<file path="config.mk">
export PLATFORM = sky130hd
export DESIGN_NAME = maze_mem_arb
export DESIGN_NICKNAME = d
export VERILOG_FILES = /design/src/rtl/maze_pkg.sv /design/src/rtl/maze_sat_cnt.sv /design/src/rtl/maze_mem_arb.sv
export SDC_FILE = /design/constraint.sdc
export NUM_CORES = 1
export LEC_CHECK = 0
export ABC_CLOCK_PERIOD_IN_PS = 2900
export CORE_ASPECT_RATIO = 0.6
export CORE_MARGIN = 10
export CORE_UTILIZATION = 30
export DETAILED_ROUTE_END_ITERATION = 10
export GPL_ROUTABILITY_DRIVEN = 0
export HOLD_SLACK_MARGIN = 0.03
export PLACE_DENSITY = 0.63
export REMOVE_ABC_BUFFERS = 1
export SLEW_MARGIN = 30
export SYNTH_ARGS = -nofsm -noshare
export SYNTH_HDL_FRONTEND = slang
export SYNTH_SLANG_ARGS = --single-unit
</file>
<file path="constraint.sdc">
create_clock -name clk -period 2.9 [get_ports clk]
set_input_delay 0.725 -clock clk [delete_from_list [all_inputs] [get_ports clk]]
set_output_delay 0.725 -clock clk [all_outputs]
set_load 0.02 [all_outputs]
</file>
<file path="src/rtl/maze_pkg.sv">
// Shared maze definitions: arbiter state encodings, port IDs and grid constants
// used by the memory arbiter and the solver controller.
package maze_pkg;

    localparam int MAZE_ADDR_W = 8;
    localparam logic [MAZE_ADDR_W-1:0] MAZE_DEST = 8'hFF;

    typedef enum logic [1:0] {
        ARB_IDLE   = 2'd0,
        ARB_ACCESS = 2'd1,
        ARB_DONE   = 2'd2
    } arbState_t;

    typedef enum logic {
        PORT_A = 1'b0,
        PORT_B = 1'b1
    } port_t;

endpackage

</file>
<file path="src/rtl/maze_sat_cnt.sv">
// Saturating up-counter with synchronous clear; holds at all-ones once reached.
module maze_sat_cnt #(
    parameter int W = 16
) (
    input  logic         clk,
    input  logic         rst,
    input  logic         clr,
    input  logic         inc,
    output logic [W-1:0] cnt
);

    // Count register: clear wins over increment, increment stops at max
    always_ff @(posedge clk or posedge rst) begin
        if (rst) begin
            cnt <= '0;
        end else if (clr) begin
            cnt <= '0;
        end else if (inc && (cnt != {W{1'b1}})) begin
            cnt <= cnt + {{(W-1){1'b0}}, 1'b1};
        end else begin
            cnt <= cnt;
        end
    end

endmodule

</file>
<file path="src/rtl/maze_mem_arb.sv">
// Round-robin arbiter sharing the 256x1 maze memory between the solver (A)
// and the host loader (B); one 3-cycle access at a time, A may lock out B.
module maze_mem_arb
    import maze_pkg::*;
#(
    parameter int ADDR_W = MAZE_ADDR_W,
    parameter int CNT_W  = 16
) (
    input  logic              clk,
    input  logic              rst,
    input  logic              req_a,
    input  logic              we_a,
    input  logic [ADDR_W-1:0] addr_a,
    input  logic              wdata_a,
    input  logic              lock_a,
    output logic              ack_a,
    output logic              rdata_a,
    input  logic              req_b,
    input  logic              we_b,
    input  logic [ADDR_W-1:0] addr_b,
    input  logic              wdata_b,
    output logic              ack_b,
    output logic              rdata_b,
    output logic              mem_en,
    output logic              mem_we,
    output logic [ADDR_W-1:0] mem_addr,
    output logic              mem_wdata,
    input  logic              mem_rdata,
    output logic              busy,
    output logic [CNT_W-1:0]  gcnt_a,
    output logic [CNT_W-1:0]  gcnt_b
);

    arbState_t         state, stateNext;
    port_t             lastGrant, sel, pick;
    logic              grant, idleGrant, selWe;
    logic              cmdWe, cmdWdata;
    logic [ADDR_W-1:0] cmdAddr;

    // Round-robin pick; lock_a removes B from contention
    always_comb begin
        grant = 1'b0;
        pick  = PORT_A;
        if (req_a && req_b && !lock_a) begin
            grant = 1'b1;
            pick  = (lastGrant == PORT_A) ? PORT_B : PORT_A;
        end else if (req_a) begin
            grant = 1'b1;
            pick  = PORT_A;
        end else if (req_b && !lock_a) begin
            grant = 1'b1;
            pick  = PORT_B;
        end else begin
            grant = 1'b0;
            pick  = PORT_A;
        end
    end

    // Command of the winning port, captured only at the grant edge
    always_comb begin
        cmdWe    = 1'b0;
        cmdAddr  = '0;
        cmdWdata = 1'b0;
        if (pick == PORT_B) begin
            cmdWe    = we_b;
            cmdAddr  = addr_b;
            cmdWdata = wdata_b;
        end else begin
            cmdWe    = we_a;
            cmdAddr  = addr_a;
            cmdWdata = wdata_a;
        end
    end

    assign idleGrant = (state == ARB_IDLE) && grant;

    // Next-state logic: IDLE -> ACCESS -> DONE -> IDLE
    always_comb begin
        stateNext = state;
        case (state)
            ARB_IDLE: begin
                if (grant) begin
                    stateNext = ARB_ACCESS;
                end else begin
                    stateNext = ARB_IDLE;
                end
            end
            ARB_ACCESS: stateNext = ARB_DONE;
            ARB_DONE:   stateNext = ARB_IDLE;
            default:    stateNext = ARB_IDLE;
        endcase
    end

    // State register
    always_ff @(posedge clk or posedge rst) begin
        if (rst) begin
            state <= ARB_IDLE;
        end else begin
            state <= stateNext;
        end
    end

    // Registered memory command, acks, read data and grant bookkeeping
    always_ff @(posedge clk or posedge rst) begin
        if (rst) begin
            lastGrant <= PORT_B;
            sel       <= PORT_A;
            selWe     <= 1'b0;
            busy      <= 1'b0;
            mem_en    <= 1'b0;
            mem_we    <= 1'b0;
            mem_addr  <= '0;
            mem_wdata <= 1'b0;
            ack_a     <= 1'b0;
            ack_b     <= 1'b0;
            rdata_a   <= 1'b0;
            rdata_b   <= 1'b0;
        end else begin
            busy      <= (stateNext != ARB_IDLE);
            mem_en    <= 1'b0;
            mem_we    <= 1'b0;
            mem_addr  <= '0;
            mem_wdata <= 1'b0;
            ack_a     <= 1'b0;
            ack_b     <= 1'b0;
            if (idleGrant) begin
                sel       <= pick;
                lastGrant <= pick;
                selWe     <= cmdWe;
                mem_en    <= 1'b1;
                mem_we    <= cmdWe;
                mem_addr  <= cmdAddr;
                mem_wdata <= cmdWdata;
            end
            if (state == ARB_ACCESS) begin
                ack_a <= (sel == PORT_A);
                ack_b <= (sel == PORT_B);
            end
            // Memory read data is valid during DONE
            if ((state == ARB_DONE) && !selWe) begin
                if (sel == PORT_A) begin
                    rdata_a <= mem_rdata;
                end else begin
                    rdata_b <= mem_rdata;
                end
            end
        end
    end

    maze_sat_cnt #(.W(CNT_W)) u_cntA (
        .clk (clk),
        .rst (rst),
        .clr (1'b0),
        .inc (idleGrant && (pick == PORT_A)),
        .cnt (gcnt_a)
    );

    maze_sat_cnt #(.W(CNT_W)) u_cntB (
        .clk (clk),
        .rst (rst),
        .clr (1'b0),
        .inc (idleGrant && (pick == PORT_B)),
        .cnt (gcnt_b)
    );

endmodule
</file>
Word-level counts from Yosys, hierarchy flattened
Index checks and enable logic that the tools add are counted.

storage, ports and cells
  register bits = 53
  bits of input ports = 26
  output and inout port bits = 48
  logic and storage cells = 55

cells by class
  add/subtract/negate cells = 2
  equality and inequality tests = 4
  mux-type cells = 17
  bitwise logic cells = 2
  reduce and logical (&&, ||, !) cells = 15

operators with widths
  cell                   count
  $add 16x1->16 const B  2
  $ne 16x16->1 const B   2
  $mux 8                 2
  $mux 1                 14
  $logic_and 1x1->1      9
  $pmux 2 s2             1
  $reduce_and 2->1       2
  $eq 2x1->1 const B     1
  $eq 2x2->1 const B     1
  $logic_not 1->1        2
  $logic_not 2->1        1
  $not 1->1              2
  $reduce_bool 2->1      1

Longest topological paths before layout
Gate-level depths: netlist (run 1).

  word-level depth = 8
  depth in mapped cells = 6
  mapped depth without buffers = 5

Cells and area by module
Synthesis (run 1) repeated with hierarchy kept, for this count alone.

unflattened totals
  cell total of the unflattened synthesis = 260
  area, all modules = 2,651.3 um2

modules (own cells, without submodules)
  module        instances  cells an instance  area an instance (um2)  seq. area each (um2)
  maze_sat_cnt  2          101                932.1                   400.4
  maze_mem_arb  1          58                 787.0                   526.8

Worst setup path before layout (run 1)
OpenSTA, ideal clock, no wires.

  path kind = input-to-reg
  start point = input req_a
  end point = register u_cntA.cnt[12]
  library setup time = 0.125 ns
  arrival time = 1.795 ns
  required time = 2.775 ns
  path slack = 0.980 ns
  cell stages on the path = 4
  path buffers = 0
  path through = nor3b_1 -> nand4b_1 -> nor3_1 -> mux2_2

on the way
  longest elaborated chain between the ends = 6
  elaborated cells between the ends (all ways) = 10
  those cells by class = mux: 4; bitwise: 1; reduce/logical: 5

RTL lines
  item                                            line                                     source
  from (decl)                                     maze_mem_arb.sv:11                       input logic req_a,
  $logic_and 1x1->1 (2 in series)                 maze_mem_arb.sv:44                       if (req_a && req_b && !lock_a) begin
  $mux 1                                          maze_mem_arb.sv:44
  $logic_and 1x1->1 or $not 1->1 (tied branches)  maze_mem_arb.sv:75, maze_mem_arb.sv:154
  $logic_and 1x1->1 (*)                           maze_mem_arb.sv:154                      .inc (idleGrant && (pick == PORT_A)),
  $logic_and 1x1->1 (*)                           maze_sat_cnt.sv:18                       end else if (inc && (cnt != {W{1'b1}})) begin
  to (signal assigned)                            maze_sat_cnt.sv:19                       cnt <= cnt + {{(W-1){1'b0}}, 1'b1};
  to (signal assigned)                            maze_sat_cnt.sv:21                       cnt <= cnt;
  to (decl)                                       maze_sat_cnt.sv:9                        output logic [W-1:0] cnt

Every way passes the cells marked *; elsewhere a longest branch is shown, timed or not.
A chain may end at the register's enable or synchronous reset.

Worst setup path after layout (run 1)
Ends and elaborated chain as after synthesis.

==> results of run 1 <==
==> Yosys cell counts, types with 6 or more instances <==
cell | count | share of area
nand2_1 | 20 | 0.032
nand4_1 | 10 | 0.027
dfrtp_1 | 51 | 0.54
a22o_1 | 10 | 0.037
nor2_1 | 7 | 0.011
xor2_1 | 21 | 0.078
nor3_1 | 9 | 0.019
mux2_2 | 6 | 0.029
nand3_1 | 6 | 0.013
==> power by group through the flow <==
| stage | logic, W | clock network, W | registers [W] |
|---|---|---|---|
| 2_1_floorplan | 0.000275 | 0 | 0.00124 |
| 3_3_place_gp | 0.000893 | 0 | 0.00109 |
| 3_5_place_dp | 0.000898 | 0 | 0.00109 |
| 4_1_cts | 0.000905 | 0.000720 | 0.00108 |
| 5_1_grt | 0.000979 | 0.000752 | 0.00112 |
| 6_report | 0.000887 | 0.000700 | 0.00108 |
==> cell families (layout without fill, tap and decap cells) <==
logic type,after synthesis,count (layout),share of synthesized area
AOI/OAI and AO/OA,17,17,0.0575
xor gates and xnor gates,26,26,0.0969
adders and majority gates,2,2,0.0106
and+or+nand+nor,89,89,0.234
muxes,7,7,0.0330
buffers and inverters,8,91,0.0133
DFF,52,52,0.554
==> placed cells by master, fill, tap and decap left out, types with 3 or more instances in the layout <==
| cell type | count |
|---|---|
| nand4_1 | 10 |
| and3_1 | 5 |
| nor4b_1 | 3 |
| nor4_1 | 5 |
| xor2_1 | 21 |
| mux2_2 | 6 |
| nand3_1 | 6 |
| a22o_1 | 10 |
| buf_4 | 5 |
| and2_1 | 4 |
| dfrtp_1 | 51 |
| inv_1 | 4 |
| nor3_1 | 9 |
| nor2_1 | 7 |
| xnor2_1 | 5 |
| clkbuf_16 | 5 |
| nand2_1 | 20 |
| clkdlybuf4s50_1 | 73 |
==> per-layer routing <==
layer | GRT usage | share of wire | up-vias
met2 | 0.145 | 0.37 | 64
li1 | - | - | 901
met5 | 0 | 0 | -
met4 | 0.0295 | 0.0094 | 0
met3 | 0.0464 | 0.076 | 7
met1 | 0.162 | 0.54 | 870
==> worst min-delay path by stage <==
stage,start,end,cells past startpoint
after floorplan,lastGrant,lastGrant,2
after global placement,lastGrant,lastGrant,2
after detailed placement,lastGrant,lastGrant,2
after CTS,lastGrant,lastGrant,2
after global routing,lastGrant,lastGrant,2
final,lastGrant,lastGrant,2
==> stage by stage <==
step / utilization / total power (W) / area, µm² / instances / hold slack [ns]
2_1_floorplan: - / 0.00151 / 2340 / 198 / 0.444
3_3_place_gp: 0.434 / 0.00198 / 3240 / 380 / 0.457
3_5_place_dp: 0.434 / 0.00199 / 3240 / 380 / 0.463
4_1_cts: 0.458 / 0.00271 / 3410 / 388 / 0.472
5_1_grt: 0.458 / 0.00285 / 3410 / 388 / 0.496
6_report: 0.458 / 0.00267 / 3410 / 388 / 0.471
==> area by class of cell <==
type | count | area, µm²
inverter | 5 | 18.8
multi-input combinational | 141 | 1020
sequential | 52 | 1300
clock inverter | 2 | 38.8
clock buffer | 6 | 139
tap | 104 | 130
timing repair buffer | 78 | 768
fill | 728 | 4030
==> critical path, cell delays in order <==
cell and delay [ns]:
clkdlybuf4s50_1 0.50, nor3b_1 0.37, nand4b_1 0.33, nor3_1 0.25, mux2_2 0.35
==> summary.txt, run 1 <==
STA
  • Total Neg Setup Slack: 0 ns
  • Worst-Margin Slew: 0.655 ns
  • Clock skew: 0.00828 ns
  • Final min period: roughly 2.4 ns
  • Final WS setup: around 0.55 ns
  • Setup violations, final: 0
  • Worst slew margin relative to its limit: 0.559
  • Unrepaired setup endpoints after global routing: false
  • Tcrit/Tclk final: 0.811
  • Fmax: 425 MHz
  • Final max-slew violation count: 0
  • Final number of hold-violating endpoints: 0

Final layout
  • Share of cells above drive strength 1: 0.106
  • Fin nets: about 310
  • Area Overhead vs Synth: 45.3%
  • Top Registers: u_cntA.cnt: 16 flops, u_cntB.cnt: 16 flops, mem_addr: 8 flops
  • Antenna diodes: 0

Die
  • Num ports: between 70 and 80
  • Die area: roughly 12000 µm²
  • Initial Utilization: 0.316
  • Die Wd: about 130 µm
  • DIE HEIGHT: about 89 µm
  • Row count: 24
  • Core area: roughly 7400 µm²

Clocking
  • Num Clock Sinks: between 50 and 60
  • Clock Latency Late Sink: around 0.30 ns
  • Reg clk slew, reported paths: 0.07 ns
  • Post-CTS Hold Fix Bufs: 0
  • TritonCTS Buffers: 5
  • Max Buffers Root-to-Sink: 2
  • H-tree depth: 2
  • Postcts setup bufs: 0
  • # resized after CTS: 0
  • Clock root cell: clkbuf_16
  • CTS tree: built

Synth
  • Register area share after synthesis: 0.554
  • Async set or reset register ratio after synthesis: 1.00
  • Primary FF master, synth: dfrtp_1
  • Seq cells post-synth: 52
  • Distinct cells, synth: 42
  • Syn. warnings: 0
  • Post-synth EDFFs: 0
  • Cell Area, Synth: 2350 µm²
  • Syn Area/Cell: 11.7 µm²
  • Mapped Cells: 201

Worst setup path
  • Worst endpoint required time: 3.08 ns
  • Critical Path Sink: u_cntA.cnt[12]
  • R2R Path Start: u_cntA.cnt[0]
  • RR Endpoint: u_cntA.cnt[1]
  • CP Launch Type: primary input
  • Crit path max fanout: 7
  • Reg2Reg Depth: 5
  • CP endpoint kind: flop
  • Setup crit start: req_a
  • Arrival @ worst endpoint: 2.53 ns
  • FF-to-FF setup slack: between 0.9 and 1 ns
  • Critical path class: in2reg

Placement
  • # port buffers: 73
  • DP HPWL: ~5 mm
  • Pre-CTS WS: between 0.2 and 0.3 ns

Routing
  • DR pass1 iterations: 4
  • Total Wirelength: ~6.5 mm
  • Antenna Violating Nets Remaining: 0
  • # DRC: 0
  • DR vias: 1842
  • Number of vias per cell: between 4 and 5
  • 1st-iter DRT viols: between 60 and 70
  • Wire per inst: about 17 µm

Power
  • Comb pwr share: 0.332
  • Clock power share: 0.262
  • P_int: 0.00178 W
  • Sw Ratio: 0.333
  • Max rail drop VDD: roughly 480 µV
  • Net Sw Power: a little under 0.0009 W
  • Power density cells: a little under 800 nW/µm²
  • Pleak: around 1.6 nW
  • Sequential power share: 0.405

Global route
  • First-pass GRT wire length: between 10 and 15 mm
  • Initial antenna violation count: 0
  • GRT Overall Usage: 0.112
  • Largest net degree at the start of global routing: 20
  • Total global routing overflow: 0
  • Vias in the first global route: approximately 1900

Run
  • Max_cap viols: 0

Outcome
  • Status: completed

Min path
  • Worst min-delay path class: reg2reg
Note: power is estimated with default switching activity, not from simulation.
==> run 2, diff against run 1 <==
Settings changed: ABC_CLOCK_PERIOD_IN_PS 2900 to 2000, PLACE_DENSITY 0.63 to 0.65.
Clock period 2.9 ns to 2 ns, I/O delays scaled along.
==> run 2 against run 1 <==
  * Largest power group unchanged
  * Count of clock-buffer cells in the layout increased by 1
  * Routed wire length increased by 3.2%
  * Sequential power increased by 44%
  * Final cell count increased by 4.1%
  * Critical path depth unchanged
  * Clock power increased by 18%
  * Flip-flop and latch count unchanged
  * Final area increased by 3.8%
==> summary.txt, run 2 (synthesis results as in run 1) <==
Outcome
  • Status: completed

STA
  • Tcrit/Tclk final: 0.968
  • Worst-Margin Slew: 0.452 ns
  • Setup violations, final: 0
  • Fmax: ~520 MHz
  • Clock skew: approximately 0.0038 ns
  • Final max-slew violation count: 0
  • Worst slew margin relative to its limit: 0.697
  • Unrepaired setup endpoints after global routing: true
  • Final number of hold-violating endpoints: 0
  • Final min period: 1.94 ns

Worst setup path
  • Slowest-stage cell, CP: clkdlybuf4s50_1
  • Critical path, cell by cell: clkdlybuf4s50_1 -> or3b_2 -> and2_1 -> nand2_1 -> mux2_2
  • CP endpoint kind: flop
  • Worst endpoint required time: between 2 and 2.5 ns
  • Slowest Stage Delay on Critical Path: ~0.49 ns
  • Arrival @ worst endpoint: 2.11 ns
  • Critical path class: in2reg
  • Crit path max fanout: 5
  • CP Launch Type: primary input

Final layout
  • Commonest non-fill, non-tap cell in the layout: clkdlybuf4s50_1
  • Share of cells above drive strength 1: 0.163
  • Layout Cells excl Fill: just over 400
  • Fin nets: ~330
  • Antenna diodes: 0
  • Top Registers: u_cntA.cnt: 16 flops, u_cntB.cnt: 16 flops, mem_addr: 8 flops
  • Most frequent cells in the layout: clkdlybuf4s50_1 (72), dfrtp_1 (50), xor2_1 (21)
  • Area of all placed cells without fillers: 3540 µm²
  • Number of fill cells: roughly 730
  • Area Overhead vs Synth: 50.7%
  • Fin util: 0.476

Global route
  • Initial antenna violation count: 0
  • First-pass GRT wire length: about 11 mm
  • Largest net degree at the start of global routing: 26
  • GRT Overall Usage: 0.117
  • Vias in the first global route: roughly 2000
  • Total global routing overflow: 0

Min path
  • Worst min-delay path class: in2async

Die
  • Row count: 24
  • Die area: 11900 µm²
  • DIE HEIGHT: 88.6 µm
  • Initial Utilization: 0.316
  • Num ports: 74
  • Core area: between 7000 and 8000 µm²
  • Die Wd: ~130 µm

Routing
  • DR pass1 iterations: 4
  • DR vias: approximately 1900
  • Wire per inst: roughly 17 µm
  • Total Wirelength: ~6.7 mm
  • 1st-iter DRT viols: a little under 90
  • # DRC: 0
  • Number of vias per cell: roughly 4.8
  • Antenna Violating Nets Remaining: 0

Placement
  • # port buffers: 73
  • Dpl cells: between 300 and 400
  • DP HPWL: roughly 5.2 mm
  • Placed Area: 3370 µm²

Power
  • Power density cells: approximately 1100 nW/µm²
  • Pleak: roughly 1.6 nW
  • Max rail drop VDD: 758 µV

Clocking
  • Num Clock Sinks: 52
  • Max Buffers Root-to-Sink: 2
  • H-tree depth: 2
  • CTS tree: built
  • TritonCTS Buffers: 5
  • Clock Latency Late Sink: approximately 0.29 ns
  • Reg clk slew, reported paths: about 0.07 ns
  • Clock root cell: clkbuf_16

Run
  • Max_cap viols: 0
==> run 2: changes by cell type in the layout (fill, tap and decap cells not counted), moves of 2 or more <==
cell      before  now
buf_12         0    2
nor3_1         9    6
clkbuf_1       0    2
nor3_2         0    3
buf_4          5   19
==> run 2: per-layer routing <==
layer  routed length [µm]  GRT usage  share of wire  vias to the layer above
met3                  594     0.0543          0.089                        6
li1                     -          -              -                      935
met4                   43     0.0305         0.0064                        0
met1                 3500      0.165           0.52                      916
met2                 2550      0.155           0.38                       65
met5                    0          0              0                        -
==> run 2: layout make-up <==
class / count / area [µm²] / area share
Clock buffer: 7 / 133 / 0.0374
Sequential cell: 52 / 1300 / 0.368
Multi-Input combinational cell: 141 / 1040 / 0.292
Clock inverter: 1 / 5.00 / 0.00141
Inverter: 5 / 18.8 / 0.00530
Timing Repair Buffer: 94 / 916 / 0.259
Tap cell: 104 / 130 / 0.0367
==> run 2: final timing paths <==
kind | to | cells past startpoint | slack [ns] | from
min in group clk | lastGrant | 2 | 0.47 | lastGrant
max in group asynchronous | lastGrant | 3 | 1.02 | rst
setup reg to reg | u_cntB.cnt[11] | 6 | 0.18 | u_cntB.cnt[0]
hold reg to reg | lastGrant | 2 | 0.47 | lastGrant
hold / removal | u_cntB.cnt[15] | 2 | 0.47 | rst
setup / recovery | u_cntA.cnt[2] | 5 | 0.06 | req_b
==> run 2: what timing repair did <==
action | 4_1_cts | 5_1_grt
resized for setup | 0 | 6
setup buffers | 0 | 1
endpoints found under the setup margin | 0 | 12
endpoints found under the hold margin | 0 | 0
hold buffers | 0 | 0
==> run 2: per-stage QoR <==
step	total power (W)	worst slack [ns]	hold slack (ns)	setup TNS [ns]
after floorplan	0.00219	0.155	0.444	0
after global placement	0.00296	-0.229	0.459	-6.52
after detailed placement	0.00298	-0.269	0.456	-7.32
after CTS	0.00384	0.0256	0.466	0
after global routing	0.00404	-0.0173	0.490	-0.0359
final	0.00378	0.0644	0.466	0
==> run 2: where the power goes <==
part	internal, W	switching [W]	total (W)
sequential	0.00131	0.000253	0.00156
combinational	0.000722	0.000667	0.00139
clock	0.000463	0.000365	0.000829
total	0.00249	0.00129	0.00378
==> run 2: critical path: cells and delay by family <==
kind / cells / cell delay, ns
buffers and inverters: 1 / 0.49
and+or+nand+nor: 3 / 0.79
muxes: 1 / 0.32
